==> src/rtl/hex_ascii_serializer.sv <==
// rtl/hex_ascii_serializer.sv - result word to ASCII hex character stream with optional CR/LF
module hex_ascii_serializer #(
   parameter int DATA_W      = 32,
   parameter int MSB_FIRST   = 1,
   parameter int LOWER_CASE  = 0,
   parameter int SUPPRESS_LZ = 0,
   parameter int APPEND_CRLF = 1
) (
   input  logic              clk,
   input  logic              n_rst,
   input  logic              in_valid,
   input  logic [DATA_W-1:0] in_data,
   output logic              in_ready,
   output logic [7:0]        out_data,
   output logic              out_valid,
   input  logic              out_ready,
   output logic              busy,
   output logic              done
);

   localparam int NIB = DATA_W / 4;
   localparam int IW  = (NIB > 1) ? $clog2(NIB) : 1;
   localparam logic [IW-1:0] TOP_IDX = IW'(NIB - 1);
   localparam logic [IW-1:0] ONE_IDX = IW'(1);

   typedef enum logic [1:0] {
      S_IDLE = 2'd0,
      S_HEX  = 2'd1,
      S_CR   = 2'd2,
      S_LF   = 2'd3
   } state_t;

   state_t            r_state;
   state_t            w_state_nxt;
   logic [DATA_W-1:0] r_word;
   logic [DATA_W-1:0] w_word_nxt;
   logic [IW-1:0]     r_idx;
   logic [IW-1:0]     w_idx_nxt;
   logic [IW-1:0]     r_end;
   logic [IW-1:0]     w_end_nxt;
   logic [IW-1:0]     w_hi;
   logic [7:0]        r_out_data;
   logic [7:0]        w_out_data_nxt;
   logic              r_out_valid;
   logic              w_out_valid_nxt;
   logic              r_done;
   logic              w_done_nxt;
   logic              w_accept;
   logic [3:0]        w_nib_nxt;

   // ASCII code of one hex digit, letter case chosen at elaboration
   function automatic logic [7:0] hex_char(input logic [3:0] n);
      logic [7:0] v;
      v = {4'h0, n};
      if (n < 4'd10) begin
         return 8'h30 + v;
      end else if (LOWER_CASE != 0) begin
         return 8'h61 + v - 8'd10;
      end else begin
         return 8'h41 + v - 8'd10;
      end
   endfunction

   assign in_ready  = (r_state == S_IDLE);
   assign busy      = (r_state != S_IDLE);
   assign out_data  = r_out_data;
   assign out_valid = r_out_valid;
   assign done      = r_done;
   assign w_accept  = r_out_valid & out_ready;

   // Highest non-zero nibble of the incoming word; 0 for an all-zero word
   always_comb begin
      w_hi = '0;
      for (int i = 0; i < NIB; i++) begin
         if (in_data[i*4 +: 4] != 4'h0) begin
            w_hi = IW'(i);
         end
      end
   end

   // Next-state logic plus the next registered output character
   always_comb begin
      w_state_nxt     = r_state;
      w_word_nxt      = r_word;
      w_idx_nxt       = r_idx;
      w_end_nxt       = r_end;
      w_done_nxt      = 1'b0;
      w_out_valid_nxt = 1'b0;
      w_out_data_nxt  = 8'h00;
      w_nib_nxt       = 4'h0;

      case (r_state)
         S_IDLE: begin
            if (in_valid) begin
               w_word_nxt  = in_data;
               w_state_nxt = S_HEX;
               if (MSB_FIRST != 0) begin
                  w_idx_nxt = (SUPPRESS_LZ != 0) ? w_hi : TOP_IDX;
                  w_end_nxt = '0;
               end else begin
                  w_idx_nxt = '0;
                  w_end_nxt = (SUPPRESS_LZ != 0) ? w_hi : TOP_IDX;
               end
            end
         end
         S_HEX: begin
            if (w_accept) begin
               if (r_idx == r_end) begin
                  if (APPEND_CRLF != 0) begin
                     w_state_nxt = S_CR;
                  end else begin
                     w_state_nxt = S_IDLE;
                     w_done_nxt  = 1'b1;
                  end
               end else if (MSB_FIRST != 0) begin
                  w_idx_nxt = r_idx - ONE_IDX;
               end else begin
                  w_idx_nxt = r_idx + ONE_IDX;
               end
            end
         end
         S_CR: begin
            if (w_accept) begin
               w_state_nxt = S_LF;
            end
         end
         S_LF: begin
            if (w_accept) begin
               w_state_nxt = S_IDLE;
               w_done_nxt  = 1'b1;
            end
         end
         default: begin
            w_state_nxt = S_IDLE;
         end
      endcase

      // Outputs are precomputed from the next state so they can be registered
      w_nib_nxt = 4'(w_word_nxt >> {w_idx_nxt, 2'b00});
      case (w_state_nxt)
         S_HEX: begin
            w_out_valid_nxt = 1'b1;
            w_out_data_nxt  = hex_char(w_nib_nxt);
         end
         S_CR: begin
            w_out_valid_nxt = 1'b1;
            w_out_data_nxt  = 8'h0D;
         end
         S_LF: begin
            w_out_valid_nxt = 1'b1;
            w_out_data_nxt  = 8'h0A;
         end
         default: begin
            w_out_valid_nxt = 1'b0;
            w_out_data_nxt  = 8'h00;
         end
      endcase
   end

   // State, shadow word, nibble range and registered outputs
   always_ff @(posedge clk or negedge n_rst) begin
      if (!n_rst) begin
         r_state     <= S_IDLE;
         r_word      <= '0;
         r_idx       <= '0;
         r_end       <= '0;
         r_out_data  <= 8'h00;
         r_out_valid <= 1'b0;
         r_done      <= 1'b0;
      end else begin
         r_state     <= w_state_nxt;
         r_word      <= w_word_nxt;
         r_idx       <= w_idx_nxt;
         r_end       <= w_end_nxt;
         r_out_data  <= w_out_data_nxt;
         r_out_valid <= w_out_valid_nxt;
         r_done      <= w_done_nxt;
      end
   end

endmodule

==> config.mk <==
export PLATFORM = sky130hd
export DESIGN_NAME = hex_ascii_serializer
export DESIGN_NICKNAME = d
export VERILOG_FILES = /design/src/rtl/hex_ascii_serializer.sv
export SDC_FILE = /design/constraint.sdc
export NUM_CORES = 1
export LEC_CHECK = 0
export CAP_MARGIN = 20
export CORE_UTILIZATION = 40
export CTS_CLUSTER_SIZE = 12
export DETAILED_ROUTE_END_ITERATION = 10
export PLACE_DENSITY = 0.76
export SLEW_MARGIN = 20
export SYNTH_ARGS = -nofsm -noshare
export SYNTH_HDL_FRONTEND = slang
export SYNTH_SLANG_ARGS = --single-unit
==> constraint.sdc <==
create_clock -name clk -period 5.1 [get_ports clk]
set_input_delay 0.51 -clock clk [delete_from_list [all_inputs] [get_ports clk]]
set_output_delay 0.51 -clock clk [all_outputs]
set_load 0.01 [all_outputs]
# == After elaboration in Yosys (flattened, before gate mapping) ==
# Index checks and enable logic that the tools add are counted.
# word_totals
register_bits,47
in_bits,36
wordCells,40
# op_classes
addsub,4
magnitude_cmp,1
eq_ne,6
shifts,1
n_mux,17
bitwise_logic,1
reduce_logical,4
# ops
cell,count
32-bit two-way mux,2
32-bit by 5-bit >> shifter with 4-bit output,1
8-bit one-hot mux with 3 select lines,1
2-bit two-way mux,5
3-bit two-way mux,3
7-bit by 4-bit adder with 8-bit output (first input constant),1
2-bit equality test (second input constant),4
8-bit two-way mux,1
2-bit one-hot mux with 4 select lines,1
8-bit by 4-bit subtractor with 8-bit output (second input constant),1
6-bit by 4-bit adder with 7-bit output (first input constant),1
3-bit one-hot mux with 2 select lines,1
2-bit by 1-bit equality test with 1-bit output (second input constant),2
4-bit less-than comparator (second input constant),1
3-bit zero test,1
1-bit two-way mux,3
3-bit OR reduction,1
3-bit by 1-bit subtractor with 3-bit output (second input constant),1
2-bit zero test,1
2-bit nonzero test,1
1-bit bitwise AND,1

# == Depth between registers and ports, before layout ==
# Gate-level depths: netlist (run 1).
# depth
word_depth,9
mapped_depth,15
ltp_nobuf,13

# == Least setup slack after synthesis (run 1) ==
# OpenSTA, ideal clock, no wires.
# synth_path
path_kind,register to register
startpoint,reg r_idx[0]
endpoint,reg r_out_data[0] (netlist: out_data[0])
setup_ps,128
arrival_ps,3103
required_time_ps,4972
path_slack_ps,1869
stages_incl_launch_ff,15
synth_period_minus_slack_ps,3231
path_cell_list,dfrtp_1 > clkbuf_1 > inv_1 > ha_1 > nor2b_1 > buf_6 > or4_1 > buf_2 > and3_4 > inv_4 > mux4_2 > a2bb2oi_4 > a21boi_4 > xor2_1 > o21ai_1
# synth_between
elab_chain_len,9
elab_cells_between_ends,19
# synth_lines
item,line_no,rtl
from (decl),37,logic [IW-1:0] r_idx;
from (signal assigned),173,r_idx <= w_idx_nxt;
3-bit by 1-bit subtractor with 3-bit output or 3-bit zero test (tied branches),-,
3-bit two-way mux (*),108,if (r_idx == r_end) begin
3-bit two-way mux (*),107,if (w_accept) begin
3-bit one-hot mux with 2 select lines (*),92,case (r_state)
named net w_idx_nxt[1],38,logic [IW-1:0] w_idx_nxt;
32-bit by 5-bit >> shifter with 4-bit output (*),139,"w_nib_nxt = 4'(w_word_nxt >> {w_idx_nxt, 2'b00});"
7-bit by 4-bit adder with 8-bit output,60,return 8'h41 + v - 8'd10;
8-bit by 4-bit subtractor with 8-bit output,60,
8-bit two-way mux (*),55,if (n < 4'd10) begin
8-bit one-hot mux with 3 select lines (*),140,case (w_state_nxt)
named net w_out_data_nxt[0],43,logic [7:0] w_out_data_nxt;
to (signal assigned),175,r_out_data <= w_out_data_nxt;
to (decl),42,logic [7:0] r_out_data;
# Mark *: on every way through the listed nets, which the timed path passes. The rest lies on a longest branch.

# == Worst setup path in the final report (run 1) ==
# layout_path
startpoint,reg r_idx[0]
endpoint,reg r_out_data[6] (netlist: out_data[6])
# Same word-level chain as after synthesis.

==> impl_results.md, run 1 <==
- Final Setup Violations: 0
- Max Fanout on Critical Path: 10
- Synthesized area per cell: 9.416 sq um
- Fin crit period: 3659 ps
- Area Overhead vs Synth: 23.97%
- Mapped Area: about 2400 sq um
- CTS tree: built
- Net Count, Synth: 294
- Layout filler cell count: 520
- Fraction of layout cells with a size suffix above 1: 8.081%
- Area leader, netlist: dfrtp_1
- WL final: 5.244 mm
- Number of global-route vias before repair: 1881
- Critical path required time: 5340 ps
- Die area: 6316 sq um
- Post-synthesis sequential area ratio: 47.94%
- Initial DRC count: 151
- Post-synth EDFFs: 0
- Slew headroom: approximately 36%
- FF+latch count, synth: 46
- GRT Total Usage: 18.49%
- Most used cell, CP: ha_1
- NetSw: just under 1 mW
- Crit path DAT: 3900 ps
- IO Port Bufs: 46
- Remaining global-route overflow: 0
- Power share of the clock group: a little over a tenth
- DIE HEIGHT: 79.48 microns
- Fin. max-slew vios: 0
- Antenna Nets Post-Route: 0
- Setup CP Type: flip-flop to flip-flop
- Global-route wire length before repair: between 8 and 9 mm
- Drt pass-1 iters: 4
- Fmax: 273.3 MHz
- RSZ-0062 raised after global routing: false
- Ys async rst share: 100.0%
- Initial antenna violation count: 0
- Num Clock Sinks: 46
- Diodes inserted: 0
- Fin. Hold Viols: 0
- Switching share of power: about 44%
- Pin count of the biggest net entering global routing: 47
- Fin Hold WS: 186.5 ps
- Starting Density: 42.56%
- Worst-margin pin slew: 959.2 ps
- Crit-path cells: inv_1 > ha_1 > nor2b_1 > or4_1 > and3_4 > inv_4 > o31a_1 > a32o_1 > ha_1 > o21ai_0 > nand2_1 > nor2_1
- Area contributors post-synth: dfrtp_1 48%, nand2_1 13%, a21oi_1 2.1%
- Worst-Skew Late Latency: between 300 and 400 ps
- Crit end category: flip-flop
- Yosys top cell area share: 47.94%
- Most common cell in the synthesized netlist: nand2_1
- Power per cell area: about 750 nW/um^2
- Number of max-cap violations: 0
- Worst min path class: input pin to asynchronous set/reset pin
- Hpwl dp: 3.815 mm
- Post-synth cell types: 54
- Number of H-tree levels: 2
- Routability-driven placement congestion ratio: 0.9726
- Yosys Warn Count: 0
- Cell count after synthesis: roughly 260
- DRC: 0
- Rows: 27
- Setup Fix Bufs, Post-CTS: 0
- Via count: between 1500 and 2000
- LEAKAGE: 1.382 nW
- PostCTS Resize Cnt: 0
- Clk buf depth: 2
- Nets@finish: 335
- Post-synth top cells: 82 x nand2_1, 46 x dfrtp_1, 11 x inv_1, 10 x a21oi_1, 7 x nor2_1
- Crit path largest cell delay: 710 ps
- Crit share post-route: 71.74%
- Peak VDD IR: 0.2662 mV
- Core area: between 5000 and 6000 sq um
- Combinational fraction of design power: around 60%
- Clock root buffer: clkbuf_8
- Top FF cell, synth: dfrtp_1
- P_int: 1.254 mW
- # hold bufs at CTS: 0
- Die W: 79.48 microns
- Reg power frac: approximately 30%
- CP max stage cell: nor2b_1
- Clock Skews: roughly 8 ps
- CP Launch Type: flip-flop
- Post-DR vias/cell: 5.187
- Clock slew at reported path FFs: 80 ps
- Setup TNS: 0 ps
- IO Count: 48
- TritonCTS Buffers: 5
- Avg WL per Cell: 14.21 microns
- Status: finished clean
-- routing by layer --
metal,track usage [%],share of wire (%),vias up
li1,-,-,952
met1,24.93,46,900
met2,28.89,46,57
met3,4.343,6.2,5
met4,6.545,1.5,0
met5,0,0,-
-- placed cells by master, fill, tap and decap left out, types with 5 or more instances in the layout --
master / instances
a21oi_1: 10
clkbuf_8: 6
clkdlybuf4s50_1: 45
dfrtp_1: 46
inv_1: 11
mux2i_1: 5
nand2_1: 82
nand3_1: 5
nor2_1: 7
o21ai_0: 6
o221ai_1: 5
-- sequential cells by signal, summed over array words and instances, names as in the netlist --
name / cells
r_word: 32
r_state: 2
out_data: 7
out_valid: 1
done: 1
r_idx: 3
-- cell families after synthesis --
group / Yosys count / share of synthesized area (%)
and+or+nand+nor: 118 / 22.46
muxes: 9 / 5.055
DFF: 46 / 47.94
xor gates and xnor gates: 1 / 0.3648
adders and majority gates: 3 / 1.563
buffers and inverters: 27 / 5.628
AOI/OAI and AO/OA: 50 / 16.83
other: 1 / 0.1562
-- power groups by stage --
stage               logic [mW]  clock network (mW)  registers (mW)
floorplan                 1.04                   0           0.629
global placement          1.29                   0           0.661
detailed placement        1.32                   0           0.666
CTS                       1.33               0.236           0.659
global route              1.48               0.254           0.679
finish                    1.33               0.231           0.659
-- area by class of cell --
type | instances | area (sq um) | share of cell area (%)
repair buffers | 48 | 473.0 | 15.89
well taps | 72 | 90.09 | 3.026
multi-input cells | 182 | 1120 | 37.62
flip-flops and latches | 46 | 1151 | 38.67
clock buffers | 7 | 86.33 | 2.900
inverters | 13 | 51.30 | 1.723
clock inverters | 1 | 5.005 | 0.1681
-- path summary, 6_finish.rpt --
kind,slack (ps),endpoint,cells past startpoint,startpoint
setup / recovery,1440,out_data[6],12,r_idx[0]
hold / removal,190,done,1,n_rst
setup reg to reg,1440,out_data[6],12,r_idx[0]
hold reg to reg,480,r_word[2],2,r_word[2]
max in group asynchronous,4510,r_word[28],1,n_rst
min in group clk,480,r_word[2],2,r_word[2]
-- metrics by stage --
stage          instances  setup WS, ps  cell area (sq um)  utilization, %  total power [mW]
2_1_floorplan        255          1869               2401               -             1.671
3_3_place_gp         361          1466               2883           51.10             1.956
3_5_place_dp         361          1437               2883           51.10             1.990
4_1_cts              369          1466               2974           52.72             2.228
5_1_grt              369          1183               2977           52.76             2.411
6_report             369          1441               2977           52.76             2.224
-- worst max-delay path, delay by kind of cell, from the launching register on --
kind            cells  cell delay (ps)
flops               1              500
simple gates        5             1530
buf+inv             2              290
compound gates      3              830
fa+ha+maj           2              450
(Power assumes the default switching activity.)
==> run 2, diff against run 1 <==
==> constraint.sdc (replaced) <==
create_clock -name clk -period 3.59 [get_ports clk]
set_input_delay 0.359 -clock clk [delete_from_list [all_inputs] [get_ports clk]]
set_output_delay 0.359 -clock clk [all_outputs]
set_load 0.01 [all_outputs]
==> run 2 against run 1 <==
Net effect: wire length fell by 4.3%; sequential cell count did not move; critical path type unchanged; cell area rose by 3.6%; first-iteration DRC count fell by 17%; critical path depth fell by 2; utilization rose by 1.9 points; global-route usage fell by 0.97 points; final cell count rose by 1.9%; worst hold slack got worse by 130 ps; combinational power rose by 48%; non-clock buffer count rose by 7; clock skew barely moved.
==> impl_results.md, run 2 (same netlist as run 1, synthesis figures left out) <==
- Number of H-tree levels: 2 (unchanged)
- GRT Total Usage: 17.52% (was 18.49%)
- R2R depth: 10 (was 12)
- Number of global-route vias before repair: 1913 (was 1881)
- Die area: 6316 sq um (unchanged)
- Power, Total: 3.355 mW (was 2.224 mW)
- Critical path required time: 3760 ps (was 5340 ps)
- Global-route wire length before repair: 8.625 mm (was 8.894 mm)
- Clock root buffer: clkbuf_8 (unchanged)
- Via count: 1952 (was 1914)
- Crit share post-route: 86.35% (was 71.74%)
- Number of max-cap violations: 0 (unchanged)
- Post-DR vias/cell: 5.191 (was 5.187)
- Setup TNS: 0 ps (unchanged)
- Num Clock Sinks: 46 (unchanged)
- Clock Skews: 7.991 ps (was 7.969 ps)
- Status: finished clean (unchanged)
- Reg with most FFs: r_word (unchanged)
- Die W: 79.48 microns (unchanged)
- Clk buf depth: 2 (unchanged)
- Remaining global-route overflow: 0 (unchanged)
- Diodes inserted: 0 (unchanged)
- Fmax: 322.6 MHz (was 273.3 MHz)
- Max Fanout on Critical Path: 10 (unchanged)
- Crit end category: flip-flop (unchanged)
- Power per cell area: 1088 nW/um^2 (was 747.3 nW/um^2)
- Pin count of the biggest net entering global routing: 47 (unchanged)
- Starting Density: 42.56% (unchanged)
- DIE HEIGHT: 79.48 microns (unchanged)
- Peak VDD IR: 0.4108 mV (was 0.2662 mV)
- Worst-Skew Late Latency: 290 ps (was 310 ps)
- Core area: 5642 sq um (unchanged)
- Fin. Hold Viols: 0 (unchanged)
- Avg WL per Cell: 13.34 microns (was 14.21 microns)
- CTS tree: built (unchanged)
- Most common cell after layout, fill and taps aside: nand2_1 (unchanged)
- LEAKAGE: 1.438 nW (was 1.382 nW)
- R2R Path Start: r_idx[0] (unchanged)
- Fin. max-slew vios: 0 (unchanged)
- Final Setup Violations: 0 (unchanged)
- Rows: 27 (unchanged)
- Crit path DAT: 3270 ps (was 3900 ps)
- Area Overhead vs Synth: 28.40% (was 23.97%)
- WL final: 5.016 mm (was 5.244 mm)
- Worst-margin pin slew: 665.9 ps (was 959.2 ps)
- Setup Fix Bufs, Post-CTS: 0 (unchanged)
- Nets@finish: 342 (was 335)
- Routability-driven placement congestion ratio: 0.8400 (was 0.9726)
- TritonCTS Buffers: 5 (unchanged)
- CP Launch Type: flip-flop (unchanged)
- R2R Path End: out_data[0] (was out_data[6])
- Clock slew at reported path FFs: 90 ps (was 80 ps)
- Fin crit period: 3100 ps (was 3659 ps)
- Setup CP Type: flip-flop to flip-flop (unchanged)
- Fraction of layout cells with a size suffix above 1: 10.86% (was 8.081%)
- Hpwl dp: 3.767 mm (was 3.815 mm)
- Slew headroom: 55.61% (was 36.05%)
- Register-to-Register Setup Slack: 490 ps (was 1440 ps)
- Antenna Nets Post-Route: 0 (unchanged)
- Largest register FFs: 32 (unchanged)
- Worst min path class: input pin to asynchronous set/reset pin (unchanged)
- Initial antenna violation count: 0 (unchanged)
- IO Port Bufs: 46 (unchanged)
- IO Count: 48 (unchanged)
- Initial DRC count: 125 (was 151)
- DRC: 0 (unchanged)
- RSZ-0062 raised after global routing: false (unchanged)
- Drt pass-1 iters: 4 (unchanged)
- Commonest non-fill, non-tap cells in the layout: 82 x nand2_1, 46 x dfrtp_1, 45 x clkdlybuf4s50_1 (unchanged)
## run 2: cell types whose count changed in the layout (fill, tap and decap cells not counted)
cell       before  now
buf_4           3   10
bufinv_16       0    2
clkbuf_1        1    0
clkinv_2        1    0
nor2b_1         2    1
nor2b_2         0    1
## run 2: timing repair
item	4_1_cts	5_1_grt
gates resized for setup	0	1
hold buffers	0	0
setup endpoints to repair	0	1
## run 2: metal layers
metal	GRT usage, %	vias to the layer above	share of wire (%)
met1	24.43	927	47
met5	0	-	0
met3	3.771	2	6.6
li1	-	969	-
met2	27.78	54	46
met4	3.818	0	0.56
## run 2: area by class of cell
cell class                 count  area [sq um]
clock inverter                 2         60.06
sequential                    46          1151
timing repair buffer          55         525.5
inverter                      13         51.30
multi-input combinational    182          1122
clock buffer                   6         82.58
tap                           72         90.09
fill                         520          2559
## run 2: critical path, stage by stage, from the launching register on
cell	delay, ps
dfrtp_1	390
inv_1	170
ha_1	200
nor2b_2	460
nor4_4	100
nor2_1	260
mux4_1	660
a211oi_4	390
a21boi_4	100
xor2_1	170
o21ai_1	80
## run 2: per-stage QoR
stage	instances	worst slack, ps	util (%)	hold slack (ps)	instance area (sq um)
after floorplan	255	358.9	-	63.41	2401
after global placement	368	204.0	52.03	452.6	2935
after detailed placement	368	185.4	52.03	456.3	2935
after CTS	376	256.9	54.56	267.5	3078
after global routing	376	256.1	54.65	93.90	3083
final	376	489.9	54.65	56.33	3083
## run 2: worst max-delay path by stage
stage,slack [ps],end,from,depth (start not counted)
floorplan,360,out_data[0],r_idx[0],14
global route,260,out_data[6],r_idx[0],12
finish,490,out_data[0],r_idx[0],10
detailed placement,190,out_data[0],out_ready,9
CTS,260,out_data[0],r_idx[0],10
global placement,200,out_data[0],out_ready,9
## run 2: power breakdown
| part | leakage [nW] | internal [mW] | switching [mW] |
|---|---|---|---|
| Clock | 0.0714 | 0.297 | 0.171 |
| Combinational | 0.803 | 0.899 | 1.07 |
| Sequential | 0.563 | 0.779 | 0.140 |
| Total | 1.44 | 1.97 | 1.38 |
==> run 3, diff against run 2 <==
--- a/config.mk
+++ b/config.mk
@@ -9,6 +9,7 @@
 export CORE_UTILIZATION = 40
 export CTS_CLUSTER_SIZE = 12
 export DETAILED_ROUTE_END_ITERATION = 10
+export GPL_ROUTABILITY_DRIVEN = 0
 export PLACE_DENSITY = 0.76
 export SLEW_MARGIN = 20
 export SYNTH_ARGS = -nofsm -noshare
==> run 3 against run 2 <==
Net effect: maximum frequency fell by 0.57%; wire length rose by 6.4%; utilization down 0.71 points; total power is 3.0% lower; first-iteration DRC count grew 48%; cell area fell by 1.3%; global-route usage is 1.3 points higher; sequential power rose by 0.8%; die area unchanged.
==> impl_results.md, run 3 (same netlist as run 1, synthesis figures left out) <==
- Status: finished clean (unchanged)
- DIE HEIGHT: 79.48 microns (unchanged)
- Die area: 6316 sq um (unchanged)
- Critical path required time: 3820 ps (was 3760 ps)
- Clock root buffer: clkbuf_8 (unchanged)
- Peak VDD IR: 0.3577 mV (was 0.4108 mV)
- Largest register FFs: 32 (unchanged)
- Via count: 1974 (was 1952)
- Core area: 5642 sq um (unchanged)
- Fmax: 320.7 MHz (was 322.6 MHz)
- Diodes inserted: 0 (unchanged)
- Remaining global-route overflow: 0 (unchanged)
- Starting Density: 42.56% (unchanged)
- RSZ-0062 raised after global routing: false (unchanged)
- Initial antenna violation count: 0 (unchanged)
- Register area: 1151 sq um (unchanged)
- Post-DP Area: 2928 sq um (was 2935 sq um)
- Hpwl dp: 3.905 mm (was 3.767 mm)
- Crit share post-route: 86.85% (was 86.35%)
- Setup CP Type: flip-flop to flip-flop (unchanged)
- Fin Hold WS: 50.97 ps (was 56.33 ps)
- Antenna Nets Post-Route: 0 (unchanged)
- Area Overhead vs Synth: 26.73% (was 28.40%)
- Slew headroom: 54.94% (was 55.61%)
- WL final: 5.335 mm (was 5.016 mm)
- Max Fanout on Critical Path: 10 (unchanged)
- Crit end category: flip-flop (unchanged)
- Clock slew at reported path FFs: 80 ps (was 90 ps)
- Number of H-tree levels: 2 (unchanged)
- Fin. Hold Viols: 0 (unchanged)
- Reg with most FFs: r_word (unchanged)
- Commonest non-fill, non-tap cells in the layout: 82 x nand2_1, 46 x dfrtp_1, 45 x clkdlybuf4s50_1 (unchanged)
- CP Launch Type: flip-flop (unchanged)
- Worst min path class: input pin to asynchronous set/reset pin (unchanged)
- Rows: 27 (unchanged)
- DRC: 0 (unchanged)
- Fin. max-slew vios: 0 (unchanged)
- Footprint of the multi-input gates: 1122 sq um (unchanged)
- Power per cell area: 1070 nW/um^2 (was 1088 nW/um^2)
- Number of global-route vias before repair: 2036 (was 1913)
- Num Clock Sinks: 46 (unchanged)
- Drt pass-1 iters: 4 (unchanged)
- IO Port Bufs: 46 (unchanged)
- Nets@finish: 341 (was 342)
- IO Count: 48 (unchanged)
- Number of max-cap violations: 0 (unchanged)
- Most common cell after layout, fill and taps aside: nand2_1 (unchanged)
- Initial DRC count: 185 (was 125)
- Fraction of layout cells with a size suffix above 1: 10.56% (was 10.86%)
- Setup TNS: 0 ps (unchanged)
- Avg WL per Cell: 14.23 microns (was 13.34 microns)
- Final Setup Violations: 0 (unchanged)
- CTS tree: built (unchanged)
- Cell area after layout: 3043 sq um (was 3083 sq um)
- Global-route wire length before repair: 9.239 mm (was 8.625 mm)
- Post-DR vias/cell: 5.264 (was 5.191)
- Clock Skews: 3.195 ps (was 7.991 ps)
- Fin crit period: 3118 ps (was 3100 ps)
- Crit path DAT: 3350 ps (was 3270 ps)
- Die W: 79.48 microns (unchanged)
- TritonCTS Buffers: 5 (unchanged)
- Setup Fix Bufs, Post-CTS: 0 (unchanged)
- Worst-Skew Late Latency: 300 ps (was 290 ps)
- GRT Total Usage: 18.87% (was 17.52%)
- Clk buf depth: 2 (unchanged)
- Worst-margin pin slew: 675.9 ps (was 665.9 ps)
- Layout filler cell count: 510 (was 520)
- Pin count of the biggest net entering global routing: 47 (unchanged)
- LEAKAGE: 1.418 nW (was 1.438 nW)
## run 3: final cells by class
class                      count  share of cell area [%]
inverter                      13                   1.686
sequential                    46                   37.83
clock buffer                   8                   3.618
multi-input combinational    182                   36.88
timing repair buffer          54                   17.02
tap                           72                   2.961
## run 3: final timing paths
path / cells past startpoint / slack [ps] / end / start
max in group asynchronous: 1 / 3160 / r_idx[0] / n_rst
hold reg to reg: 2 / 480 / r_word[4] / r_word[4]
hold / removal: 1 / 50 / r_word[29] / n_rst
min in group clk: 2 / 480 / r_word[4] / r_word[4]
setup reg to reg: 10 / 470 / out_data[2] / r_idx[0]
setup / recovery: 10 / 470 / out_data[2] / r_idx[0]
## run 3: routing by layer
metal / GRT usage, % / share of wire, % / wire [microns]
met1: 24.67 / 45 / 2404
met2: 30.68 / 47 / 2523
met3: 3.086 / 5.6 / 297
met4: 8.182 / 2.1 / 110
met5: 0 / 0 / 0
## run 3: critical path: stages (launching register included)
cell	delay, ps
dfrtp_1	390
inv_1	190
ha_1	200
nor2b_2	470
nor4_4	90
nor2_1	250
mux4_1	660
a211oi_4	410
and2b_1	180
a31oi_1	80
o21ai_1	120
## run 3: report_power, final
part	total, mW	switching [mW]	internal (mW)
Combinational	1.96	1.07	0.890
Sequential	0.926	0.146	0.779
Clock	0.369	0.174	0.195
## run 3: metrics by stage
step	util, %	cells	power (mW)	setup WS [ps]
floorplan	-	255	2.375	358.9
global placement	51.90	367	2.805	280.1
detailed placement	51.90	367	2.876	182.1
CTS	53.85	375	3.261	236.6
global route	53.94	375	3.518	267.4
finish	53.94	375	3.255	472.2
## run 3: timing repair
item	in CTS	in global routing
gates resized for setup	0	1
hold buffers	0	0
endpoints found under the setup margin	0	1
endpoints found under the hold margin	0	0
